===== config.mk =====
export PLATFORM = sky130hd
export DESIGN_NAME = seg_conv_sched
export DESIGN_NICKNAME = d
export VERILOG_FILES = /design/src/rtl/seg_sched_pkg.sv /design/src/rtl/seg_scan.sv /design/src/rtl/seg_conv_sched.sv
export SDC_FILE = /design/constraint.sdc
export NUM_CORES = 1
export LEC_CHECK = 0
export ABC_AREA = 1
export BUFFER_PORTS_ARGS = -buffer_cell sky130_fd_sc_hd__clkbuf_2
export CORE_UTILIZATION = 47
export DETAILED_ROUTE_END_ITERATION = 6
export PLACE_DENSITY_LB_ADDON = 0.08
export SLEW_MARGIN = 20
export SYNTH_ARGS = -nofsm -noshare
export SYNTH_HDL_FRONTEND = slang
export SYNTH_SLANG_ARGS = --single-unit

===== constraint.sdc =====
create_clock -name clk -period 1.8 [get_ports clk]
set_clock_uncertainty 0.15 [all_clocks]
set_input_delay 0.18 -clock clk [delete_from_list [all_inputs] [get_ports clk]]
set_output_delay 0.18 -clock clk [all_outputs]
set_load 0.02 [all_outputs]

===== src/rtl/seg_sched_pkg.sv =====
// Shared types and constants for the converter scheduler and display scanner.
package seg_sched_pkg;

  typedef enum logic [1:0] {
    IDLE  = 2'd0,
    ISSUE = 2'd1,
    WAIT  = 2'd2
  } state_t;

  localparam logic REQ_A = 1'b0;
  localparam logic REQ_B = 1'b1;

  localparam logic [31:0] SEG_DASH  = 32'h40404040;
  localparam logic [31:0] SEG_BLANK = 32'h00000000;

  // Round-robin pick between two level requests; the loser of the last round wins a tie.
  function automatic logic rr_pick(input logic ra, input logic rb, input logic last);
    if (ra && rb) return ~last;
    else if (ra)  return REQ_A;
    else          return REQ_B;
  endfunction

endpackage


===== src/rtl/seg_scan.sv =====
// Time-multiplexed scanner for the 4-digit common-anode display.
module seg_scan #(
  parameter int SCAN_DIV = 50000
) (
  input  logic        clk,
  input  logic        rst_n,
  input  logic [31:0] disp_reg,
  output logic [7:0]  seg,
  output logic [3:0]  an
);

  localparam int SW = (SCAN_DIV > 1) ? $clog2(SCAN_DIV) : 1;
  localparam logic [SW-1:0] SCAN_LAST = SW'(SCAN_DIV - 1);

  logic [SW-1:0] cnt;
  logic [1:0]    idx;

  always_ff @(posedge clk or negedge rst_n) begin
    if (!rst_n) begin
      cnt <= '0;
      idx <= '0;
    end else if (cnt == SCAN_LAST) begin
      cnt <= '0;
      idx <= idx + 2'd1;
    end else begin
      cnt <= cnt + SW'(1);
    end
  end

  always_comb begin
    an  = ~(4'b0001 << idx);
    seg = disp_reg[{idx, 3'b000} +: 8];
  end

endmodule


===== src/rtl/seg_conv_sched.sv =====
// Round-robin scheduler sharing one BCD/seven-segment converter between operand
// entry (A) and ALU result (B), with a WAIT watchdog and a scanned display.
module seg_conv_sched
  import seg_sched_pkg::*;
#(
  parameter int SCAN_DIV = 50000,
  parameter int TIMEOUT  = 64
) (
  input  logic        clk,
  input  logic        rst_n,
  input  logic        req_a,
  input  logic [13:0] num_a,
  input  logic        err_a,
  input  logic        req_b,
  input  logic [13:0] num_b,
  input  logic        err_b,
  output logic        gnt_a,
  output logic        gnt_b,
  output logic [13:0] conv_num,
  output logic        conv_convert,
  output logic        conv_error,
  input  logic [31:0] conv_digits,
  input  logic        conv_done,
  output logic [7:0]  seg,
  output logic [3:0]  an,
  output logic        busy,
  output logic        timeout_err
);

  localparam int TW = $clog2(TIMEOUT);
  localparam logic [TW-1:0] TO_LAST = TW'(TIMEOUT - 1);

  state_t        state, state_nx;
  logic          winner, winner_nx;
  logic          last_served, last_nx;
  logic [TW-1:0] to_cnt, to_cnt_nx;
  logic [13:0]   num_nx;
  logic          err_nx;
  logic [31:0]   disp_reg, disp_nx;
  logic          terr_nx;

  always_comb begin
    state_nx  = state;
    winner_nx = winner;
    last_nx   = last_served;
    to_cnt_nx = to_cnt;
    num_nx    = conv_num;
    err_nx    = conv_error;
    disp_nx   = disp_reg;
    terr_nx   = timeout_err;
    case (state)
      IDLE: begin
        if (req_a || req_b) begin
          winner_nx = rr_pick(req_a, req_b, last_served);
          num_nx    = (winner_nx == REQ_A) ? num_a : num_b;
          err_nx    = (winner_nx == REQ_A) ? err_a : err_b;
          state_nx  = ISSUE;
        end
      end
      ISSUE: begin
        to_cnt_nx = '0;
        state_nx  = WAIT;
      end
      WAIT: begin
        // done takes priority over the terminal watchdog count
        if (conv_done) begin
          disp_nx  = conv_digits;
          terr_nx  = 1'b0;
          last_nx  = winner;
          state_nx = IDLE;
        end else if (to_cnt == TO_LAST) begin
          disp_nx  = SEG_DASH;
          terr_nx  = 1'b1;
          last_nx  = winner;
          state_nx = IDLE;
        end else begin
          to_cnt_nx = to_cnt + TW'(1);
        end
      end
      default: state_nx = IDLE;
    endcase
  end

  // Strobes are registered from the next state so they are high exactly while in ISSUE.
  always_ff @(posedge clk or negedge rst_n) begin
    if (!rst_n) begin
      state        <= IDLE;
      winner       <= REQ_B;
      last_served  <= REQ_B;
      to_cnt       <= '0;
      conv_num     <= '0;
      conv_error   <= 1'b0;
      disp_reg     <= SEG_BLANK;
      timeout_err  <= 1'b0;
      gnt_a        <= 1'b0;
      gnt_b        <= 1'b0;
      conv_convert <= 1'b0;
      busy         <= 1'b0;
    end else begin
      state        <= state_nx;
      winner       <= winner_nx;
      last_served  <= last_nx;
      to_cnt       <= to_cnt_nx;
      conv_num     <= num_nx;
      conv_error   <= err_nx;
      disp_reg     <= disp_nx;
      timeout_err  <= terr_nx;
      gnt_a        <= (state_nx == ISSUE) && (winner_nx == REQ_A);
      gnt_b        <= (state_nx == ISSUE) && (winner_nx == REQ_B);
      conv_convert <= (state_nx == ISSUE);
      busy         <= (state_nx != IDLE);
    end
  end

  seg_scan #(
    .SCAN_DIV(SCAN_DIV)
  ) u_scan (
    .clk     (clk),
    .rst_n   (rst_n),
    .disp_reg(disp_reg),
    .seg     (seg),
    .an      (an)
  );

endmodule


==> metrics.md <==
| Metric | Value |
|---|---|
| Main area contributors after synthesis | `dfrtp_1 50%, nand2_1 10%, nor2_1 7.3%` |
| Worst Hold Class | `in -> reg` |
| Longest Clk Path Bufs | `2` |
| Max Freq | `around 560 MHz` |
| Final Cycle Share | `0.994` |
| Drt wl/cell | `between 10 and 15 µm` |
| Bufs and invs on worst path | `3` |
| Final WL | `~10000 µm` |
| RePlAce Congestion | `about 0.87` |
| Drt first pass iters | `4` |
| Share of cells above drive strength 1 | `0.262` |
| Largest net degree at the start of global routing | `81` |
| EDFF count, synth | `0` |
| Synth Flop Type | `dfrtp_1` |
| Global-route wire length before repair | `about 17000 µm` |
| Worst EP arrival | `about 1500 ps` |
| Die Y-Extent | `between 90 and 100 µm` |
| Htree depth | `3` |
| Num ports | `a little under 100` |
| Synthesized Nets | `540` |
| Grt ovf | `0` |
| CTS sink count | `80` |
| WP data required | `1470 ps` |
| Root Driver | `clkbuf_8` |
| Status | `complete, no violations` |
| Worst Tran Pin Value | `about 500 ps` |
| Fin. Hold Viols | `0` |
| FF+latch count, synth | `80` |
| Initial antenna violation count | `0` |
| Multi-input logic area | `about 1700 µm²` |
| Synth cell count leaders | `107 x nand2_1, 78 x dfrtp_1, 76 x nor2_1` |
| Worst relative slew slack | `0.667` |
| Vias | `around 3800` |
| Startpoint types | `flip-flop` |
| Synth-to-Final Area Change | `40.6%` |
| Final min period | `approximately 1800 ps` |
| Count leader, synth | `nand2_1` |
| Hpwl dp | `around 6000 µm` |
| Pre-CTS WS | `approximately 230 ps` |
| CP max stage delay | `approximately 450 ps` |
| Synthesized area per cell | `around 8.4 µm²` |
| Max reg flops | `32` |
| Slew Limit Fails | `0` |
| FF/Latch Area | `between 2000 and 2500 µm²` |
| Die area | `between 8000 and 9000 µm²` |
| Row Count | `32` |
| Worst path cell trace | `inv_2 -> buf_8 -> o21ai_0 -> o22ai_1 -> buf_4` |
| PnR worst setup slack | `11.4 ps` |
| Worst-Skew Late Latency | `between 300 and 400 ps` |
| CP Max Fanout | `14` |
| Post-route DRC | `0` |
| Ys Warns | `0` |
| Final Util | `0.695` |
| Final setup fails | `0` |
| Register area share after synthesis | `0.514` |
| Unrepaired setup endpoints after global routing | `yes` |
| N_diodes | `0` |
| Antenna-violating nets left | `0` |
| Netlist cell types | `30` |
| Pwr dens | `roughly 1200 nW/µm²` |
| Vias per cell | `5.04` |
| Mapped Area | `slightly below 4000 µm²` |
| Worst setup path class | `reg -> out` |
| Port-buffer cells | `a little under 100` |
| Peak supply drop | `~0.9 mV` |
| Delay-heaviest family, CP | `flip-flops` |
| Post-synth top area cell | `dfrtp_1` |
| Area fraction of the dominant cell type after synthesis | `0.500` |
| Overall routing resource usage | `0.242` |
| Vias in the first global route | `approximately 3600` |
| Core Area | `7890 µm²` |
| Crit path max-delay cell type | `dfrtp_2` |
| Max cap viols | `0` |
| Async set-reset flop share out of synthesis | `1.00` |
| TritonCTS clock tree | `yes` |
| Register clock-pin slew on the reported worst setup and hold paths | `about 70 ps` |
| Gate Count Post-Synth | `~470` |
| DRT iter0 DRCs | `190` |
| Starting density of the core | `0.495` |
| Lkg Pwr | `2.72 nW` |
| Nets | `about 710` |
| Num CTS Buffers | `9` |
| Min Hold Slack | `around 53 ps` |
| Horiz. Die Dim | `~93 µm` |
| Worst Setup End Kind | `output pin` |
| # fillers | `630` |
-- timing repair --
item / in CTS / in global routing
endpoints found under the hold margin: 126 / 0
setup endpoints to repair: 10 / 9
setup buffers: 0 / 5
pin swaps: 0 / 3
gates cloned: 0 / 1
hold buffers: 65 / 0
gates resized for setup: 4 / 29
-- worst min-delay path: cells and delay by family --
kind / cells / cell delay [ps]
buffers and inverters: 1 / 110
AOI/OAI and AO/OA: 1 / 100
and+or+nand+nor: 2 / 120
-- layer usage --
layer | track usage | share of wire | vias to the layer above
met4 | 0.0821 | 0.015 | 0
met5 | 0 | 0 | -
met2 | 0.404 | 0.48 | 123
met1 | 0.314 | 0.45 | 1780
met3 | 0.0480 | 0.054 | 12
li1 | - | - | 1850
-- layout by cell type (no fill, tap or decap), types with 2 or more instances in the layout --
cell type / count
buf_6: 2
buf_4: 15
dlygate4sd3_1: 65
ha_1: 5
o21ai_0: 15
nor2_4: 3
nor3_1: 2
dfrtp_2: 2
buf_12: 2
clkbuf_8: 10
nand2_1: 107
o21ai_1: 10
dfrtp_1: 76
bufinv_16: 2
a21oi_2: 8
buf_8: 2
nor2_1: 74
clkbuf_1: 3
nand2_2: 7
o22ai_1: 8
nand3_1: 48
nand3b_1: 2
a21oi_1: 24
inv_2: 7
inv_1: 24
xor2_1: 10
dfstp_2: 2
nor2_2: 6
clkbuf_2: 87
buf_2: 5
-- final cells by class --
class | count | share of cell area
Clock buffer | 13 | 0.0271
Clock inverter | 3 | 0.0119
Inverter | 32 | 0.0224
Multi-Input combinational cell | 338 | 0.305
Sequential cell | 80 | 0.366
Tap cell | 102 | 0.0233
Timing Repair Buffer | 179 | 0.245
-- through the flow --
stage                     instances  area, µm²  TNS [ps]  total power, mW
after floorplan                 467       3900         0             4.18
after global placement          660       4500         0             4.79
after detailed placement        660       4500         0             4.86
after CTS                       741       5380     -3.79             6.44
after global routing            747       5490     -90.5             6.90
final                           747       5490         0             6.46
-- where the power goes --
| group | leakage (nW) | internal (mW) | switching [mW] | total, mW |
|---|---|---|---|---|
| Combinational | 1.62 | 0.848 | 1.38 | 2.23 |
| Clock | 0.108 | 0.820 | 0.647 | 1.47 |
| Sequential | 0.990 | 2.41 | 0.356 | 2.76 |
-- path summary, 6_finish.rpt --
path | cells after the start | end | start | slack [ps]
worst max-delay path | 5 | seg[5] | u_scan.idx[0]$_DFFE_PN0N_ | 10
min in group asynchronous | 3 | u_scan.cnt[11]$_DFF_PN0_ | rst_n | 250
worst min-delay path | 4 | state[1]$_DFF_PN0_ | conv_done | 50
worst max register to register | 7 | disp_reg[23]$_DFFE_PN0P_ | to_cnt[0]$_DFFE_PN0P_ | 220
worst min register to register | 2 | last_served$_DFFE_PN1P_ | winner$_DFF_PN1_ | 320
max in group asynchronous | 3 | last_served$_DFFE_PN1P_ | rst_n | 910
-- cell families after synthesis --
| group | after synthesis | synth area share |
|---|---|---|
| and+or+nand+nor | 252 | 0.278 |
| xor gates and xnor gates | 11 | 0.0247 |
| adders and majority gates | 6 | 0.0192 |
| buffers and inverters | 49 | 0.0609 |
| AOI/OAI and AO/OA | 69 | 0.104 |
| DFF | 80 | 0.514 |
Note: power is estimated with default switching activity, not from simulation.
